<file path="src/rtl/muldiv_pkg.sv">
// Shared types and constants for the iterative RV32M multiply/divide unit.
package muldiv_pkg;

  localparam int unsigned WIDTH      = 32;
  localparam int unsigned ITERATIONS = 32;
  localparam int unsigned CNT_W      = $clog2(ITERATIONS);

  localparam logic [WIDTH-1:0] DIV0_QUOTIENT = 32'hFFFF_FFFF;
  localparam logic [WIDTH-1:0] SIGN_MIN      = 32'h8000_0000;

  typedef enum logic [2:0] {
    OP_MUL    = 3'b000,
    OP_MULH   = 3'b001,
    OP_MULHSU = 3'b010,
    OP_MULHU  = 3'b011,
    OP_DIV    = 3'b100,
    OP_DIVU   = 3'b101,
    OP_REM    = 3'b110,
    OP_REMU   = 3'b111
  } op_e;

  typedef enum logic [1:0] {
    IDLE = 2'd0,
    CALC = 2'd1,
    DONE = 2'd2
  } state_e;

  // funct3[2] separates the divide family from the multiply family
  function automatic logic is_div_op(input op_e op);
    return op[2];
  endfunction

endpackage

</file>
<file path="src/rtl/muldiv_operand_prep.sv">
// Operand conditioning: magnitudes, result-negate flag and special-case detection.
module muldiv_operand_prep
  import muldiv_pkg::*;
(
  input  op_e              op,
  input  logic [WIDTH-1:0] a,
  input  logic [WIDTH-1:0] b,
  output logic [WIDTH-1:0] a_mag_c,
  output logic [WIDTH-1:0] b_mag_c,
  output logic             negate_c,
  output logic             div_zero_c,
  output logic             overflow_c,
  output logic             mul_zero_c,
  output logic [WIDTH-1:0] special_c
);

  logic a_signed;
  logic b_signed;
  logic a_neg;
  logic b_neg;
  logic is_div;
  logic is_rem;

  always_comb begin
    a_signed = 1'b0;
    b_signed = 1'b0;
    case (op)
      OP_MUL, OP_MULH, OP_DIV, OP_REM: begin
        a_signed = 1'b1;
        b_signed = 1'b1;
      end
      OP_MULHSU: a_signed = 1'b1;
      default: ;
    endcase
  end

  assign is_div = is_div_op(op);
  assign is_rem = op[2] & op[1];
  assign a_neg  = a_signed & a[WIDTH-1];
  assign b_neg  = b_signed & b[WIDTH-1];

  assign a_mag_c = a_neg ? (~a + WIDTH'(1)) : a;
  assign b_mag_c = b_neg ? (~b + WIDTH'(1)) : b;

  // Remainder follows the dividend sign; products and quotients follow the sign XOR
  assign negate_c = a_neg ^ (is_rem ? 1'b0 : b_neg);

  assign div_zero_c = is_div && (b == '0);
  assign overflow_c = is_div && a_signed && (a == SIGN_MIN) && (b == '1);
  assign mul_zero_c = !is_div && ((a == '0) || (b == '0));

  always_comb begin
    special_c = '0;
    if (div_zero_c) begin
      special_c = is_rem ? a : DIV0_QUOTIENT;
    end else if (overflow_c) begin
      special_c = is_rem ? '0 : SIGN_MIN;
    end
  end

endmodule

</file>
<file path="src/rtl/muldiv_unit.sv">
// Iterative RV32M multiply/divide unit with register-file write-back outputs.
// Optional MULDIV_FAST_EN: special cases skip CALC and complete one cycle after start.
module muldiv_unit
  import muldiv_pkg::*;
(
  input  logic             clk,
  input  logic             rst,
  input  logic             start,
  input  logic [2:0]       funct3,
  input  logic [WIDTH-1:0] rs1_val,
  input  logic [WIDTH-1:0] rs2_val,
  input  logic [4:0]       rd_addr,
  output logic             busy,
  output logic             done,
  output logic [WIDTH-1:0] result,
  output logic [4:0]       rd_out,
  output logic             we
);

  state_e state_q, state_d;

  op_e              op_c;
  logic [WIDTH-1:0] a_mag_c, b_mag_c, special_c;
  logic             negate_c, div_zero_c, overflow_c, mul_zero_c;
  logic             override_c, bypass_c;

  op_e              op_q;
  logic [4:0]       rd_q;
  logic             neg_q;
  logic             ovr_q;
  logic [WIDTH-1:0] ovr_val_q;
  logic [WIDTH-1:0] b_q;
  logic [WIDTH-1:0] hi_q, lo_q;
  logic [CNT_W-1:0] cnt_q;

  logic [WIDTH:0]     add_sum, div_shift, div_diff;
  logic [WIDTH-1:0]   hi_nx, lo_nx;
  logic [2*WIDTH-1:0] prod;
  logic [WIDTH-1:0]   quo, rem, calc_res;

  logic             busy_d, done_d, we_d;
  logic [WIDTH-1:0] result_d;
  logic [4:0]       rd_out_d;

  assign op_c = op_e'(funct3);

  muldiv_operand_prep u_prep (
    .op         (op_c),
    .a          (rs1_val),
    .b          (rs2_val),
    .a_mag_c    (a_mag_c),
    .b_mag_c    (b_mag_c),
    .negate_c   (negate_c),
    .div_zero_c (div_zero_c),
    .overflow_c (overflow_c),
    .mul_zero_c (mul_zero_c),
    .special_c  (special_c)
  );

  // Special cases all have a fixed answer; the iteration result is discarded for them
  assign override_c = div_zero_c | overflow_c | mul_zero_c;

`ifdef MULDIV_FAST_EN
  assign bypass_c = override_c;
`else
  assign bypass_c = 1'b0;
`endif

  // One shift-add or restoring-divide step on the shared {hi, lo} register pair
  always_comb begin
    add_sum   = {1'b0, hi_q} + (lo_q[0] ? {1'b0, b_q} : '0);
    div_shift = {hi_q, lo_q[WIDTH-1]};
    div_diff  = div_shift - {1'b0, b_q};
    if (is_div_op(op_q)) begin
      if (div_diff[WIDTH]) begin
        hi_nx = div_shift[WIDTH-1:0];
        lo_nx = {lo_q[WIDTH-2:0], 1'b0};
      end else begin
        hi_nx = div_diff[WIDTH-1:0];
        lo_nx = {lo_q[WIDTH-2:0], 1'b1};
      end
    end else begin
      {hi_nx, lo_nx} = {add_sum, lo_q[WIDTH-1:1]};
    end
  end

  // Sign fix-up and field select on the post-final-step values
  always_comb begin
    prod = neg_q ? (~{hi_nx, lo_nx} + (2*WIDTH)'(1)) : {hi_nx, lo_nx};
    quo  = neg_q ? (~lo_nx + WIDTH'(1)) : lo_nx;
    rem  = neg_q ? (~hi_nx + WIDTH'(1)) : hi_nx;
    case (op_q)
      OP_MUL:                       calc_res = prod[WIDTH-1:0];
      OP_MULH, OP_MULHSU, OP_MULHU: calc_res = prod[2*WIDTH-1:WIDTH];
      OP_DIV, OP_DIVU:              calc_res = quo;
      default:                      calc_res = rem;
    endcase
  end

  always_comb begin
    state_d  = state_q;
    busy_d   = busy;
    done_d   = 1'b0;
    we_d     = 1'b0;
    result_d = result;
    rd_out_d = rd_out;
    case (state_q)
      IDLE: begin
        if (start) begin
          busy_d = 1'b1;
          if (bypass_c) begin
            state_d  = DONE;
            done_d   = 1'b1;
            we_d     = (rd_addr != '0);
            result_d = special_c;
            rd_out_d = rd_addr;
          end else begin
            state_d = CALC;
          end
        end
      end
      CALC: begin
        if (cnt_q == CNT_W'(ITERATIONS - 1)) begin
          state_d  = DONE;
          done_d   = 1'b1;
          we_d     = (rd_q != '0);
          result_d = ovr_q ? ovr_val_q : calc_res;
          rd_out_d = rd_q;
        end
      end
      DONE: begin
        state_d = IDLE;
        busy_d  = 1'b0;
      end
      default: begin
        state_d = IDLE;
        busy_d  = 1'b0;
      end
    endcase
  end

  always_ff @(posedge clk or posedge rst) begin
    if (rst) begin
      state_q <= IDLE;
      busy    <= 1'b0;
      done    <= 1'b0;
      we      <= 1'b0;
      result  <= '0;
      rd_out  <= '0;
    end else begin
      state_q <= state_d;
      busy    <= busy_d;
      done    <= done_d;
      we      <= we_d;
      result  <= result_d;
      rd_out  <= rd_out_d;
    end
  end

  // Operand latch at issue, then one iteration per CALC cycle
  always_ff @(posedge clk or posedge rst) begin
    if (rst) begin
      op_q      <= OP_MUL;
      rd_q      <= '0;
      neg_q     <= 1'b0;
      ovr_q     <= 1'b0;
      ovr_val_q <= '0;
      b_q       <= '0;
      hi_q      <= '0;
      lo_q      <= '0;
      cnt_q     <= '0;
    end else if (state_q == IDLE && start) begin
      op_q      <= op_c;
      rd_q      <= rd_addr;
      neg_q     <= negate_c;
      ovr_q     <= override_c;
      ovr_val_q <= special_c;
      b_q       <= b_mag_c;
      hi_q      <= '0;
      lo_q      <= a_mag_c;
      cnt_q     <= '0;
    end else if (state_q == CALC) begin
      hi_q  <= hi_nx;
      lo_q  <= lo_nx;
      cnt_q <= cnt_q + CNT_W'(1);
    end
  end

endmodule
</file>
<file path="config.mk">
export PLATFORM = sky130hd
export DESIGN_NAME = muldiv_unit
export DESIGN_NICKNAME = d
export VERILOG_FILES = /design/src/rtl/muldiv_pkg.sv /design/src/rtl/muldiv_operand_prep.sv /design/src/rtl/muldiv_unit.sv
export SDC_FILE = /design/constraint.sdc
export NUM_CORES = 1
export LEC_CHECK = 0
export BUFFER_PORTS_ARGS = -buffer_cell sky130_fd_sc_hd__buf_2
export CORE_MARGIN = 5
export CORE_UTILIZATION = 45
export CTS_BUF_LIST = sky130_fd_sc_hd__clkbuf_4 sky130_fd_sc_hd__clkbuf_8 sky130_fd_sc_hd__clkbuf_16
export CTS_CLUSTER_DIAMETER = 150
export DETAILED_ROUTE_END_ITERATION = 7
export HOLD_SLACK_MARGIN = 0.15
export PLACE_DENSITY_LB_ADDON = 0.3
export SYNTH_ARGS = -nofsm -noshare
export SYNTH_HDL_FRONTEND = slang
export SYNTH_SLANG_ARGS = --single-unit
</file>
<file path="constraint.sdc">
create_clock -name clk -period 6.6 [get_ports clk]
set_clock_uncertainty 0.2 [all_clocks]
set_input_delay 1.32 -clock clk [delete_from_list [all_inputs] [get_ports clk]]
set_output_delay 1.32 -clock clk [all_outputs]
set_load 0.02 [all_outputs]
</file>
==> results of run 1 <==
worst max-delay path: stages, from the launching register on:
cell	delay, ps
dfrtp_1	430
inv_1	70
ha_1	200
inv_1	70
fa_1	440
a211oi_1	580
o211ai_2	220
nand4_2	280
a211oi_4	160
nor2_2	220
nor3_4	50
a21oi_1	230
ha_1	220
o21a_1	190
o211ai_1	200
nor2_1	350
nand3_1	160
nor3_1	160
buf_4	170
nand2_1	140
or3_1	430
o41ai_2	340
xor2_1	110
a221oi_1	310
o21ai_1	80
area by class of cell:
class	instances	area (um^2)	area share (%)
antenna	1	2.50	0.0131
timing repair buffer	175	1030	5.39
clock buffer	18	433	2.27
tap	511	639	3.35
multi-input combinational	1830	11800	62.0
clock inverter	14	185	0.971
inverter	86	330	1.73
sequential	185	4630	24.3
how the worst max path moves through the flow:
stage / startpoint / to / slack [ps]
floorplan: rst / b_q[0]$_DFFE_PP0P_ / 50
global placement: lo_q[31]$_DFFE_PP0P_ / result[24]$_DFFE_PP0P_ / 860
detailed placement: lo_q[31]$_DFFE_PP0P_ / result[24]$_DFFE_PP0P_ / 670
CTS: lo_q[31]$_DFFE_PP0P_ / result[24]$_DFFE_PP0P_ / 620
global route: lo_q[31]$_DFFE_PP0P_ / result[24]$_DFFE_PP0P_ / 110
finish: lo_q[31]$_DFFE_PP0P_ / result[24]$_DFFE_PP0P_ / 430
synthesized netlist by cell type, types with 9 or more instances:
master	count	share of area (%)
o21ai_0	226	6.6
buf_1	12	0.26
nand2_1	347	7.6
mux2i_1	39	2.3
o22ai_1	13	0.47
o221ai_1	32	1.6
and3_1	26	0.94
ha_1	71	5.1
inv_1	85	1.8
nand3_1	39	1.1
clkbuf_1	91	2.0
nor4_1	25	0.91
a31oi_1	32	1.2
a21o_1	21	0.91
a221oi_1	13	0.66
nand4_1	31	1.1
dfrtp_1	185	27
mux2_2	10	0.65
o31ai_1	30	1.3
a22oi_1	10	0.44
o21ai_1	11	0.32
xor2_1	70	3.6
buf_2	12	0.35
nand2b_1	12	0.44
nor2b_1	18	0.65
nor3_1	54	1.6
o21a_1	11	0.48
xnor2_1	104	5.3
or3_1	19	0.69
nor2_1	119	2.6
o21bai_1	12	0.52
a22o_1	21	1.1
a21oi_1	154	4.5
o211ai_1	18	0.78
and2_1	49	1.8
or4_1	9	0.39
a211oi_1	21	0.91
o41ai_1	13	0.66
sequential cells by signal, indices dropped and copies added (netlist names):
name       flops
op_q           3
hi_q          32
done           1
state_q        2
b_q           32
neg_q          1
ovr_q          1
we             1
rd_out         5
cnt_q          5
result        32
lo_q          32
rd_q           5
busy           1
ovr_val_q     32
metrics by stage:
step                      setup WS, ps  util (%)
after floorplan                   51.3         -
after global placement             858      48.9
after detailed placement           667      48.9
after CTS                          618      50.5
after global routing               106      50.5
final                              432      50.5
layer usage:
metal | share of wire [%] | vias to the layer above | routed length, um
met5 | 0.012 | - | 8
met4 | 3.1 | 2 | 2170
met3 | 10 | 135 | 6940
met2 | 43 | 951 | 29800
met1 | 44 | 8755 | 30300
li1 | - | 8283 | -
kinds of logic (layout without fill, tap and decap cells):
family | after synthesis | after routing | share of synthesized area [%]
AND/OR/NAND/NOR | 801 | 801 | 22.6
AO/OA/AOI/OAI | 732 | 732 | 28.4
buffers and inverters | 209 | 293 | 4.90
flip-flops | 185 | 185 | 26.8
XOR/XNOR | 174 | 174 | 8.83
adder cells (fa/ha/maj) | 73 | 73 | 5.38
multiplexers | 50 | 50 | 3.00
other | 0 | 1 | 0
==> impl_metrics.toml, run 1 <==
[worst_setup_path]
r2r_end = "result[24]$_DFFE_PP0P_"
setup.worst_path.class = "reg -> reg"
crit_fanout = 10
critical_path_required_ps = 6740
startpoint_type = "register"
critPathCaptureType = "register"
reg2regPathDepth = 24
reg2reg_from = "lo_q[31]$_DFFE_PP0P_"
r2r_slack_ps = 430
cp.arrival_ps = 6310

[sta]
hold_viol = 0
clock.fmax_ghz = 0.162
relSlewSlack_pct = 23.6
maxSlewViolCount = 0
rsz0062_at_grt = "no"
fin_crit_ps = 6170
setup_viol = 0
finalCritPeriodShare_pct = 93.5
worst_pin_slew_ps = 1150
fin_hold_ws_ps = 266
fin_tns_setup_ps = 0

[finish]
drive_gt1_share_pct = 12.5
layout_commonest_cell = "nand2_1"
layout.cells.non_filler = 2820
final_cell_mix = "nand2_1, o21ai_0, dfrtp_1, a21oi_1, nor2_1"
nNetsFinal = 2443
stdcell_area_mm2 = 0.0191
area_growth_pct = 10.5
fillCellCount = 3730

[run]
cap_violations = 0

[clock_tree]
clkSinkCount = 185
cts_resized = 0
h-tree-depth = 4
clk_path_buf_depth = 2
clock_latency_ps = 470
cts_tree = "built"
cts_root_buf = "clkbuf_16"
cts_setup_buffers = 0
clk_pin_slew_ps = 80
cts_buffers = 17
ctsHoldBuffers = 0

[global_routing]
grt_use_total_pct = 32.3
grt_max_degree = 121
grt_pass1_wl_um = 105000
antenna_found_initial = 1
gr-usage-met2_pct = 47.8
grt.busiest_layer = "met2"
grt_overflow = 0
globalRouteMet3Util_pct = 7.14
use_met1_pct = 46.9
grt_pass1_vias = 16952

[drt]
vias = 18126
wl_per_cell_um = 24.6
drtIter0Drc = 2229
first_pass_iters = 8
drtAntennaViolNets = 0
vias_per_cell = 6.43
drc = 0
wirelength_um = 69200

[run_status]
outcome = "finished, final reports clean"

[synth]
synth-seq-area-share_pct = 26.8
syn_nets = 2372
yosysWarnings = 0
synth-main-ff-cell = "dfrtp_1"
synth-edff-count = 0
post_synth_inst_count = 2224
synth-seq-cells = 185
avgSynthCellArea_um2 = 7.76
ys_types = 111
netlist_area_mm2 = 0.0173
async_flop_share_pct = 100

[placement]
gp_congestion = 1.00
dp_hpwl_um = 53200
io_buffers = 114
dp_cells = 2787
dpl-instance-area_mm2 = 0.0184

[floorplan]
die_h_um = 206
rows = 71
core_mm2 = 0.0378
dieWidth_um = 206
num_io_pins = 115
initial_core_util_pct = 45.7
die-area_mm2 = 0.0423

[min_path]
worstHoldStart = "ovr_val_q[29]$_DFFE_PP0P_"
min_path_type = "reg -> reg"
holdPathEnd = "ovr_val_q[29]$_DFFE_PP0P_"
whs_path_depth = 2
Power of run 1 is not shown: default switching activity piles up to over one toggle a cycle in this logic, so the estimate is an artifact.
==> run 2, diff against run 1 <==
--- a/config.mk
+++ b/config.mk
@@ -15,4 +15,5 @@
 export PLACE_DENSITY_LB_ADDON = 0.3
 export SYNTH_ARGS = -nofsm -noshare
 export SYNTH_HDL_FRONTEND = slang
+export SYNTH_HIERARCHICAL = 1
 export SYNTH_SLANG_ARGS = --single-unit
==> run 2 against run 1 <==
Core utilization fell by 1.1 points. Setup slack improved by 120 ps. Critical endpoint is now result[4]$_DFFE_PP0P_. Area after synthesis up 0.93%. Critical path depth decreased by 1. Final cell count decreased by 1.7%. Largest cell class unchanged. Highest routed layer is now met4. Fmax rose by 2.0%. Via count shrank 1.8%. Die area increased by 0.88%. Worst hold slack better by 2.3 ps. Wire length down 3.1%.
==> impl_metrics.toml, run 2 <==
[sta]
setup_viol = 0
rsz0062_at_grt = "no"
fin_crit_ps = 6050
maxSlewViolCount = 0
setup_slack_ps = 551
finalCritPeriodShare_pct = 91.6
fin_tns_setup_ps = 0
hold_viol = 0
clock.fmax_ghz = 0.165
fin_hold_ws_ps = 268
relSlewSlack_pct = 15.9
worst_pin_slew_ps = 1260

[clock_tree]
cts_setup_buffers = 0
cts_root_buf = "clkbuf_16"
clk_path_buf_depth = 2
cts_tree = "built"
cts_buffers = 17
clkSinkCount = 185
cts_resized = 0
h-tree-depth = 4
clock_latency_ps = 470
ctsHoldBuffers = 0
clk_pin_slew_ps = 90

[worst_setup_path]
r2r_end = "result[4]$_DFFE_PP0P_"
critPathCaptureType = "register"
startpoint_type = "register"
setup.worst_path.class = "reg -> reg"
cp.arrival_ps = 6240
reg2reg_from = "lo_q[31]$_DFFE_PP0P_"
r2r_slack_ps = 550
critical_path_required_ps = 6790
crit_fanout = 17
reg2regPathDepth = 23

[floorplan]
num_io_pins = 115
die-area_mm2 = 0.0427
die_h_um = 207
core_mm2 = 0.0385
initial_core_util_pct = 45.3
dieWidth_um = 207
rows = 72

[finish]
area_growth_pct = 9.23
nNetsFinal = 2387
drive_gt1_share_pct = 13.9
stdcell_area_mm2 = 0.0190
final_cell_mix = "nand2_1, a21oi_1, o21ai_0, dfrtp_1, nor2_1"
layout_commonest_cell = "nand2_1"

[drt]
wl_per_cell_um = 24.2
vias_per_cell = 6.42
vias = 17799
drc = 0
drtAntennaViolNets = 0
wirelength_um = 67100
drtIter0Drc = 2360
first_pass_iters = 6

[synth]
synth_area_leaders = "dfrtp_1, xnor2_1, a21oi_1, o21ai_0, ha_1"
yosysWarnings = 6
async_flop_share_pct = 100
netlist_area_mm2 = 0.0174
avgSynthCellArea_um2 = 7.90
post_synth_inst_count = 2204
synth_most_common_cell = "nand2_1"
ys_types = 109
yosysTopAreaCellShare_pct = 26.6
syn_nets = 2352
synth-seq-cells = 185
ys_top_cells_by_count = "nand2_1, a21oi_1, o21ai_0"
synth-seq-area-share_pct = 26.6
synth-edff-count = 0
synth-main-ff-cell = "dfrtp_1"
yosys.area.top_type = "dfrtp_1"

[placement]
dp_hpwl_um = 51300
io_buffers = 114
dpl-instance-area_mm2 = 0.0184
gp_congestion = 1.03
pre_cts_ws_ps = 774

[min_path]
min_path_type = "reg -> reg"
holdPathEnd = "cnt_q[3]$_DFFE_PP0P_"
whs_path_depth = 1
worstHoldStart = "cnt_q[3]$_DFFE_PP0P_"

[run_status]
outcome = "finished, final reports clean"

[global_routing]
grt_max_degree = 91
grt_overflow = 0
gr-usage-met2_pct = 44.7
globalRouteMet3Util_pct = 6.48
antenna_found_initial = 0
grt_pass1_vias = 16550
grt_pass1_wl_um = 101000
grt_use_total_pct = 30.7
use_met1_pct = 44.4
grt.busiest_layer = "met2"

[run]
cap_violations = 0
==> run 2: changes by cell type after synthesis, sizes merged, moves of 15 or more <==
| cell | change |
|---|---|
| a21oi | +44 |
| buf | +21 |
| mux2 | +34 |
| nand2 | -116 |
| nand4 | +15 |
| nor2 | +25 |
| o21ai | -22 |
| o221ai | -26 |
| o22a | +22 |
| xor2 | -19 |
==> run 2: worst max-delay path by stage <==
stage / start / to / slack (ps) / depth (start not counted)
6_report: lo_q[31]$_DFFE_PP0P_ / result[4]$_DFFE_PP0P_ / 550 / 23
5_1_grt: lo_q[31]$_DFFE_PP0P_ / result[4]$_DFFE_PP0P_ / 320 / 23
2_1_floorplan: rst / b_q[0]$_DFFE_PP0P_ / 50 / 1
3_5_place_dp: lo_q[31]$_DFFE_PP0P_ / result[4]$_DFFE_PP0P_ / 770 / 23
3_3_place_gp: hi_q[16]$_DFFE_PP0P_ / result[16]$_DFFE_PP0P_ / 990 / 19
4_1_cts: lo_q[31]$_DFFE_PP0P_ / result[4]$_DFFE_PP0P_ / 720 / 23
==> run 2: cell families (layout without fill, tap and decap cells) <==
group / Yosys count / count (layout) / share of synthesized area (%)
fa+ha+maj: 73 / 73 / 5.33
buf+inv: 242 / 290 / 5.71
mux: 91 / 91 / 5.55
xor+xnor: 164 / 164 / 8.25
simple gates: 706 / 706 / 20.5
other cells: 0 / 1 / 0
flops: 185 / 185 / 26.6
compound gates: 743 / 743 / 28.1
==> run 2: cell type report <==
class / instances / area (um^2)
diodes: 1 / 2.50
flip-flops and latches: 185 / 4630
well taps: 518 / 648
clock buffers: 18 / 439
fillers: 3810 / 19400
inverters: 98 / 375
clock inverters: 14 / 204
multi-input cells: 1777 / 11800
repair buffers: 160 / 916
==> run 2: critical path: stages, from the launching register on <==
cell	delay (ps)
dfrtp_1	410
inv_1	100
ha_1	160
inv_1	50
fa_1	420
a211oi_1	240
o21ai_1	210
o21ai_1	330
a21boi_4	140
o21ai_4	460
nand3_1	460
o21ai_0	360
inv_1	110
ha_1	230
o211ai_1	200
nor4_2	140
nand4_1	150
buf_4	220
and2_0	410
nor3_1	120
or3_1	330
a221oi_1	300
a21oi_1	60
o21ai_0	160
==> run 2: routing by layer <==
metal,vias to the layer above,share of wire (%)
met4,0,4.3
met2,951,42
met5,-,0
li1,8104,-
met3,151,10
met1,8593,43
==> run 2: through the flow <==
| stage | util (%) | instances |
|---|---|---|
| after floorplan | - | 2204 |
| after global placement | 47.8 | 2738 |
| after detailed placement | 47.8 | 2738 |
| after CTS | 49.4 | 2770 |
| after global routing | 49.4 | 2770 |
| final | 49.4 | 2771 |
Power of run 2 is left out for the same reason.
